$ cat config.mk
export PLATFORM = sky130hd
export DESIGN_NAME = axi_mem_rd_req_gen
export DESIGN_NICKNAME = d
export VERILOG_FILES = /design/src/rtl/axi_mem_rd_req_gen.sv
export SDC_FILE = /design/constraint.sdc
export NUM_CORES = 1
export LEC_CHECK = 0
export BUFFER_PORTS_ARGS = -buffer_cell sky130_fd_sc_hd__buf_2
export CAP_MARGIN = 20
export CORE_MARGIN = 1.5
export CORE_UTILIZATION = 30
export CTS_BUF_LIST = sky130_fd_sc_hd__clkbuf_4 sky130_fd_sc_hd__clkbuf_8
export DETAILED_ROUTE_END_ITERATION = 12
export PLACE_DENSITY = 0.47
export SLEW_MARGIN = 10
export SYNTH_ARGS = -nofsm -noshare
export SYNTH_HDL_FRONTEND = slang
export SYNTH_SLANG_ARGS = --single-unit
$ cat constraint.sdc
create_clock -name clk -period 4.8 [get_ports clk]
set_input_delay 0.72 -clock clk [delete_from_list [all_inputs] [get_ports clk]]
set_output_delay 0.72 -clock clk [all_outputs]
set_load 0.05 [all_outputs]
$ cat src/rtl/axi_mem_rd_req_gen.sv
// AXI4 read channel to single-port SRAM bridge: turns an AR burst into word reads
// through a same-cycle arbiter grant and returns the data on R through a 2-deep skid FIFO.
module axi_mem_rd_req_gen #(
    parameter int AXI4_ADDRESS_WIDTH = 32,
    parameter int AXI4_RDATA_WIDTH   = 64,
    parameter int AXI4_ID_WIDTH      = 4,
    parameter int MEM_ADDR_WIDTH     = 13,
    parameter int AXI_NUMBYTES       = AXI4_RDATA_WIDTH / 8
) (
    input  logic                          clk,
    input  logic                          rst,
    input  logic                          ar_valid,
    output logic                          ar_ready,
    input  logic [AXI4_ADDRESS_WIDTH-1:0] ar_addr,
    input  logic [7:0]                    ar_len,
    input  logic [1:0]                    ar_burst,
    input  logic [AXI4_ID_WIDTH-1:0]      ar_id,
    output logic                          r_valid,
    input  logic                          r_ready,
    output logic [AXI4_RDATA_WIDTH-1:0]   r_data,
    output logic [AXI4_ID_WIDTH-1:0]      r_id,
    output logic [1:0]                    r_resp,
    output logic                          r_last,
    output logic                          mem_valid,
    input  logic                          mem_grant,
    output logic                          mem_cen,
    output logic [MEM_ADDR_WIDTH-1:0]     mem_addr,
    input  logic [AXI4_RDATA_WIDTH-1:0]   mem_rdata,
    output logic                          dbg_state
);

    localparam int OFS = $clog2(AXI_NUMBYTES);

    // Handshakes: a transfer happens on a rising edge where valid & ready are both 1;
    // valid never depends combinationally on ready, and the mem side uses mem_grant as ready.
    typedef enum logic {
        IDLE  = 1'b0,
        BURST = 1'b1
    } state_t;

    state_t                    state, state_next;
    logic [MEM_ADDR_WIDTH-1:0] addr_q, addr_next;
    logic [7:0]                beats_q, beats_next;
    logic                      fixed_q, fixed_next;
    logic [AXI4_ID_WIDTH-1:0]  id_q, id_next;

    logic                      inflight_q;
    logic [AXI4_ID_WIDTH-1:0]  inflight_id_q;
    logic                      inflight_last_q;

    logic [AXI4_RDATA_WIDTH-1:0] fifo_data [2];
    logic [AXI4_ID_WIDTH-1:0]    fifo_id   [2];
    logic                        fifo_last [2];
    logic                        wr_ptr, rd_ptr;
    logic [1:0]                  count;
    logic [1:0]                  occupancy;

    logic grant, push, pop;
    logic addr_unused;

    // Only the word-address slice of ar_addr is used.
    assign addr_unused = ^ar_addr;

    // Never request more than the FIFO can absorb, counting the read already in flight.
    assign occupancy = count + {1'b0, inflight_q};
    assign mem_valid = (state == BURST) && (occupancy < 2'd2);
    assign mem_cen   = ~mem_valid;
    assign mem_addr  = addr_q;
    assign grant     = mem_valid & mem_grant;

    assign push    = inflight_q;
    assign r_valid = (count != 2'd0);
    assign pop     = r_valid & r_ready;
    assign r_data  = fifo_data[rd_ptr];
    assign r_id    = fifo_id[rd_ptr];
    assign r_last  = r_valid & fifo_last[rd_ptr];
    assign r_resp  = 2'b00;

    assign dbg_state = (state == BURST);

    always_comb begin
        state_next = state;
        addr_next  = addr_q;
        beats_next = beats_q;
        fixed_next = fixed_q;
        id_next    = id_q;
        ar_ready   = 1'b0;
        case (state)
            IDLE: begin
                ar_ready = 1'b1;
                if (ar_valid) begin
                    state_next = BURST;
                    addr_next  = ar_addr[OFS+MEM_ADDR_WIDTH-1:OFS];
                    beats_next = ar_len;
                    fixed_next = (ar_burst == 2'b00);
                    id_next    = ar_id;
                end
            end
            BURST: begin
                if (grant) begin
                    if (!fixed_q) begin
                        addr_next = addr_q + MEM_ADDR_WIDTH'(1);
                    end
                    if (beats_q == 8'd0) begin
                        state_next = IDLE;
                    end else begin
                        beats_next = beats_q - 8'd1;
                    end
                end
            end
            default: state_next = IDLE;
        endcase
    end

    always_ff @(posedge clk) begin
        if (rst) begin
            state           <= IDLE;
            addr_q          <= '0;
            beats_q         <= '0;
            fixed_q         <= 1'b0;
            id_q            <= '0;
            inflight_q      <= 1'b0;
            inflight_id_q   <= '0;
            inflight_last_q <= 1'b0;
            wr_ptr          <= 1'b0;
            rd_ptr          <= 1'b0;
            count           <= 2'd0;
        end else begin
            state   <= state_next;
            addr_q  <= addr_next;
            beats_q <= beats_next;
            fixed_q <= fixed_next;
            id_q    <= id_next;
            // ID and last travel with the read so a new AR cannot retag queued beats.
            inflight_q      <= grant;
            inflight_id_q   <= id_q;
            inflight_last_q <= (beats_q == 8'd0);
            if (push) begin
                wr_ptr <= ~wr_ptr;
            end
            if (pop) begin
                rd_ptr <= ~rd_ptr;
            end
            case ({push, pop})
                2'b10:   count <= count + 2'd1;
                2'b01:   count <= count - 2'd1;
                default: count <= count;
            endcase
        end
    end

    always_ff @(posedge clk) begin
        if (push) begin
            fifo_data[wr_ptr] <= mem_rdata;
            fifo_id[wr_ptr]   <= inflight_id_q;
            fifo_last[wr_ptr] <= inflight_last_q;
        end
    end

endmodule

After elaboration in Yosys (flattened, before gate mapping)
Memories as Yosys holds them, arrays and structs flattened. A register that Yosys moved wholly into a read port is not among the register bits.
Cells that the tools add are included.
{"block": "word_totals", "register_bits": 37, "ramBits": 138, "output_inout_bits": 89, "n_memories": 3}
{"memory": "fifo_data", "words": 2, "width": 64, "read_ports": 1, "rd_ports_with_merged_regs": 1, "wr": 1, "line": "51", "rtl": "logic [AXI4_RDATA_WIDTH-1:0] fifo_data [2];"}
{"memory": "fifo_id", "words": 2, "width": 4, "read_ports": 1, "rd_ports_with_merged_regs": 1, "wr": 1, "line": "52", "rtl": "logic [AXI4_ID_WIDTH-1:0] fifo_id [2];"}
{"memory": "fifo_last", "words": 2, "width": 1, "read_ports": 1, "rd_ports_with_merged_regs": 1, "wr": 1, "line": "53", "rtl": "logic fifo_last [2];"}
{"block": "classes", "add_sub_neg": 5, "order_cmp": 1, "eq_ne": 6, "muxes": 22, "n_bitwise": 7, "reduce_logical": 8}
{"cell": "13-bit 2-to-1 mux", "count": 3}
{"cell": "13-bit case mux with 2 select lines", "count": 1}
{"cell": "8-bit 2-to-1 mux", "count": 3}
{"cell": "8-bit case mux with 2 select lines", "count": 1}
{"cell": "13-bit by 1-bit adder with 13-bit output, second input constant", "count": 1}
{"cell": "1-bit 2-to-1 mux", "count": 12}
{"cell": "8-bit logical NOT", "count": 1}
{"cell": "8-bit by 1-bit subtractor with 8-bit output, second input constant", "count": 1}
{"cell": "2-bit inequality test, second input constant", "count": 3}
{"cell": "3-bit AND reduction", "count": 2}
{"cell": "1-bit NOT", "count": 4}
{"cell": "2-bit case mux with 2 select lines", "count": 1}
{"cell": "2-bit nonzero test", "count": 2}
{"cell": "1-bit AND", "count": 3}
{"cell": "2-bit by 1-bit adder with 2-bit output", "count": 1}
{"cell": "2-bit by 1-bit adder with 2-bit output, second input constant", "count": 1}
{"cell": "2-bit by 1-bit == test with 1-bit output, second input constant", "count": 1}
{"cell": "2-bit == test, second input constant", "count": 1}
{"cell": "2-bit logical NOT", "count": 1}
{"cell": "2-bit < comparator, second input constant", "count": 1}
{"cell": "2-bit by 1-bit inequality test with 1-bit output, second input constant", "count": 1}
{"cell": "1-bit case mux with 2 select lines", "count": 1}
{"cell": "2-bit AND reduction", "count": 1}
{"cell": "2-bit by 1-bit subtractor with 2-bit output, second input constant", "count": 1}
{"cell": "1-bit logical AND", "count": 1}

Logic depth before layout (Yosys ltp)
{"block": "logic_depth", "ltp_word": 6, "ltp_mapped": 7}

Worst setup path after synthesis
Ideal clock, no wire load.
{"block": "synth_path", "path_kind": "reg-to-reg", "startpoint": "reg inflight_q", "endpoint": "mem fifo_data[0][0] (enable)", "setup_time_ns": 0.497, "arrival_time_ns": 3.323, "t_required_ns": 4.303, "setup_slack_ns": 0.980, "path_stages_with_launch": 3, "cell_sequence": "dfxtp_1 -> inv_1 -> nor2_1"}
{"block": "synth_between", "elab_chain_len": 2}
{"element": "from (decl)", "line": "47", "rtl": "logic inflight_q;"}
{"element": "from (signal assigned)", "line": "135", "rtl": "inflight_q <= grant;"}
{"element": "1-bit 2-to-1 mux", "line": "153", "rtl": "if (push) begin"}
{"element": "1-bit 2-to-1 mux (implied by the code)", "line": "154", "rtl": "fifo_data[wr_ptr] <= mem_rdata;"}
{"element": "to (decl)", "line": "51"}
No other way between the ends.

==> impl_results.md <==
- Status: complete, no violations
- Hold buffers post-CTS: 0
- DRC: 0
- Cell count along the critical path: 2
- Vias in the first global route: 4568
- Slew HR: 0.343
- Clk sink count: 176
- Most common cell after layout, fill and taps aside: buf_2
- Hold WC Path Type: reg2reg
- Maximum buffer depth of the clock tree: 2
- Setup_tns: 0 ns
- Syn. warnings: 0
- Crit. End Element: primary output
- Initial cell density of the core: 0.304
- Grt ovf: 0
- Initial antenna violation count: 0
- DP Wirelength: 10200 um
- Family with the most delay on the worst path: flip-flops
- XOR/XNOR share of the synthesized area: 0.00618
- Post-Synth Adder-Cell Area: 0.00707
- Sequential fraction of the synthesis area: 0.692
- Layout area overhead: 22.8%
- Crit path max fanout: 69
- Max Clk Rate: 353 MHz
- Worst EP required: approximately 4.1 ns
- Post-CTS sizing: 0
- Main combinational cell family by area after synthesis: multiplexers
- Setup slack, reg-to-reg: about 2.7 ns
- Crit path largest cell delay: 0.96 ns
- Final Power: 3390 uW
- DRT iter0 DRCs: 184
- Avg Synthesized Cell Area: between 15 and 20 um2
- CP Buf/Inv Count: 1
- Detailed Route WL: 15800 um
- Initial DRT Pass Iterations: 4
- Max-slew violation count: 0
- Clock input transition at the sequential cells of the worst setup and hold paths: about 0.1 ns
- Avg WL per Cell: 16.1 um
- Syn Std Cell Area: just over 0.007 mm2
- Number of buffers created by CTS: 17
- IO Port Bufs: 182
- Most frequent cells in the layout: buf_2 (182), edfxtp_1 (138), mux2_2 (70)
- Synth Flop Type: edfxtp_1
- Worst-Margin Slew: 0.986 ns
- Cell Chain, Critical Path: mux2_2, buf_2
- Post-Route Skew: 0.0159 ns
- Final period util: 0.590
- Horiz. Die Dim: about 160 um
- Synth top area cells: edfxtp_1 (59%), mux2_2 (11%), dfxtp_1 (11%), a21oi_1 (1.3%), nand2_1 (1.2%)
- Final min period: 2.83 ns
- Startpoint Class: flop
- Post-synth EDFFs: 138
- Global Route Usage Sum: 0.127
- Rows: 56
- RSZ-0062 raised after global routing: false
- Mux cell area share after synthesis: 0.117
- Pwr per Cell Area: 390 mW/mm2
- DRT antenna net count: 0
- CTS root buf: clkbuf_8
- First-pass GRT wire length: 23800 um
- Setup-failing EPs final: 0
- H-tree Lvls: 4
- Crit path arrival time: 2.11 ns
- CP max-delay cell: dfxtp_4
- Reg-to-Reg Start: inflight_q
- Max cap viols: 0
- Via density per instance: approximately 4.6
- Simple-gate share of the synthesized area: 0.0712
- Post-CTS setup repair buffer count: 0
- Clk_lat worst skew: around 0.44 ns
- Hold depth: 0
- Total core area: 0.0233 mm2
- Vias: 4545
- Fraction of layout cells with a size suffix above 1: 0.452
- Register bit total from synthesis: about 180
- Hold path startpoint: inflight_id_q[3]
- GP Congestion: 0.820
- Die Y: 157 um
- I/O pin total: 204
- Peak supply drop: 0.144 mV
- Lkg Pwr: 0.00318 uW
- Synth Instances: 469
- Share of flip-flops with an asynchronous set or reset: 0
- Die Area: 0.0245 mm2
- Complex-gate fraction of the synthesized area: 0.0820
- Largest net degree at the start of global routing: 70
- CTS tree: done
- Netlist cell types: 59
- Fin nets: 766
- Post-synth top area share: 0.585
- Most area-hungry cell type in the Yosys netlist: edfxtp_1
- Reg2reg path depth: 3
- Final Hold Vio Count: 0
- Crit path kind: reg2out
-- sequential cells by signal (all words and copies together) (netlist names), named ones only --
| name | flops |
|---|---|
| fixed_q | 1 |
| mem_addr | 13 |
| id_q | 4 |
| beats_q | 8 |
| fifo_data | 128 |
| inflight_id_q | 4 |
| dbg_state | 1 |
| inflight_last_q | 1 |
| wr_ptr | 1 |
| fifo_last | 2 |
| fifo_id | 8 |
| inflight_q | 1 |
| rd_ptr | 1 |
| count | 2 |
-- Yosys cell counts (all sizes together), types with 5 or more instances --
cell type / number
edfxtp: 138
mux2: 70
dfxtp: 38
nand2: 22
a21oi: 19
nor2: 17
buf: 16
inv: 12
nand3: 12
clkbuf: 10
o31ai: 9
nor2b: 7
a211oi: 6
and2: 6
nor4: 6
o21ai: 6
a31oi: 5
-- per-layer routing --
layer	GRT usage	wire length, um	vias up	part of all wire
li1	-	-	2164	-
met1	0.163	7300	2190	0.46
met2	0.204	7320	179	0.46
met3	0.0377	1020	12	0.064
met4	0.0435	165	0	0.010
met5	0	0	-	0
-- power breakdown --
group	total (uW)	switching [uW]	internal, uW
sequential	1760	69.2	1690
clock	1000	606	395
combinational	631	427	203
-- metrics by stage --
step | worst slack (ns) | hold slack (ns) | std cells | utilization | area [um2]
floorplan | 0.980 | 0.404 | 470 | - | 7090
global placement | 2.41 | 0.413 | 947 | 0.356 | 8300
detailed placement | 2.38 | 0.416 | 947 | 0.356 | 8300
CTS | 1.86 | 0.408 | 979 | 0.373 | 8700
global route | 1.82 | 0.403 | 979 | 0.373 | 8700
finish | 1.97 | 0.434 | 980 | 0.373 | 8700
-- area by class of cell --
class	count	area (um2)
sequential	176	4910
timing repair buffer	184	926
clock inverter	15	161
tap	319	399
fill	2292	14600
antenna	1	2.50
inverter	12	45.0
multi-input combinational	256	2020
clock buffer	17	234
-- cells by family (layout without fill, tap and decap cells) --
group	count (synthesis)	in the layout
adders and majority gates	4	4
AOI/OAI and AO/OA	78	78
buffers and inverters	38	228
other	1	3
muxes	74	74
xor gates and xnor gates	5	5
DFF	176	176
and+or+nand+nor	93	93
-- path summary, 6_finish.rpt --
check,end
max,r_id[2]
min,fifo_id[1][3]
max reg2reg,fifo_id[0][1]
min reg2reg,fifo_id[1][3]
No activity file was read; power rests on OpenSTA's default activity.
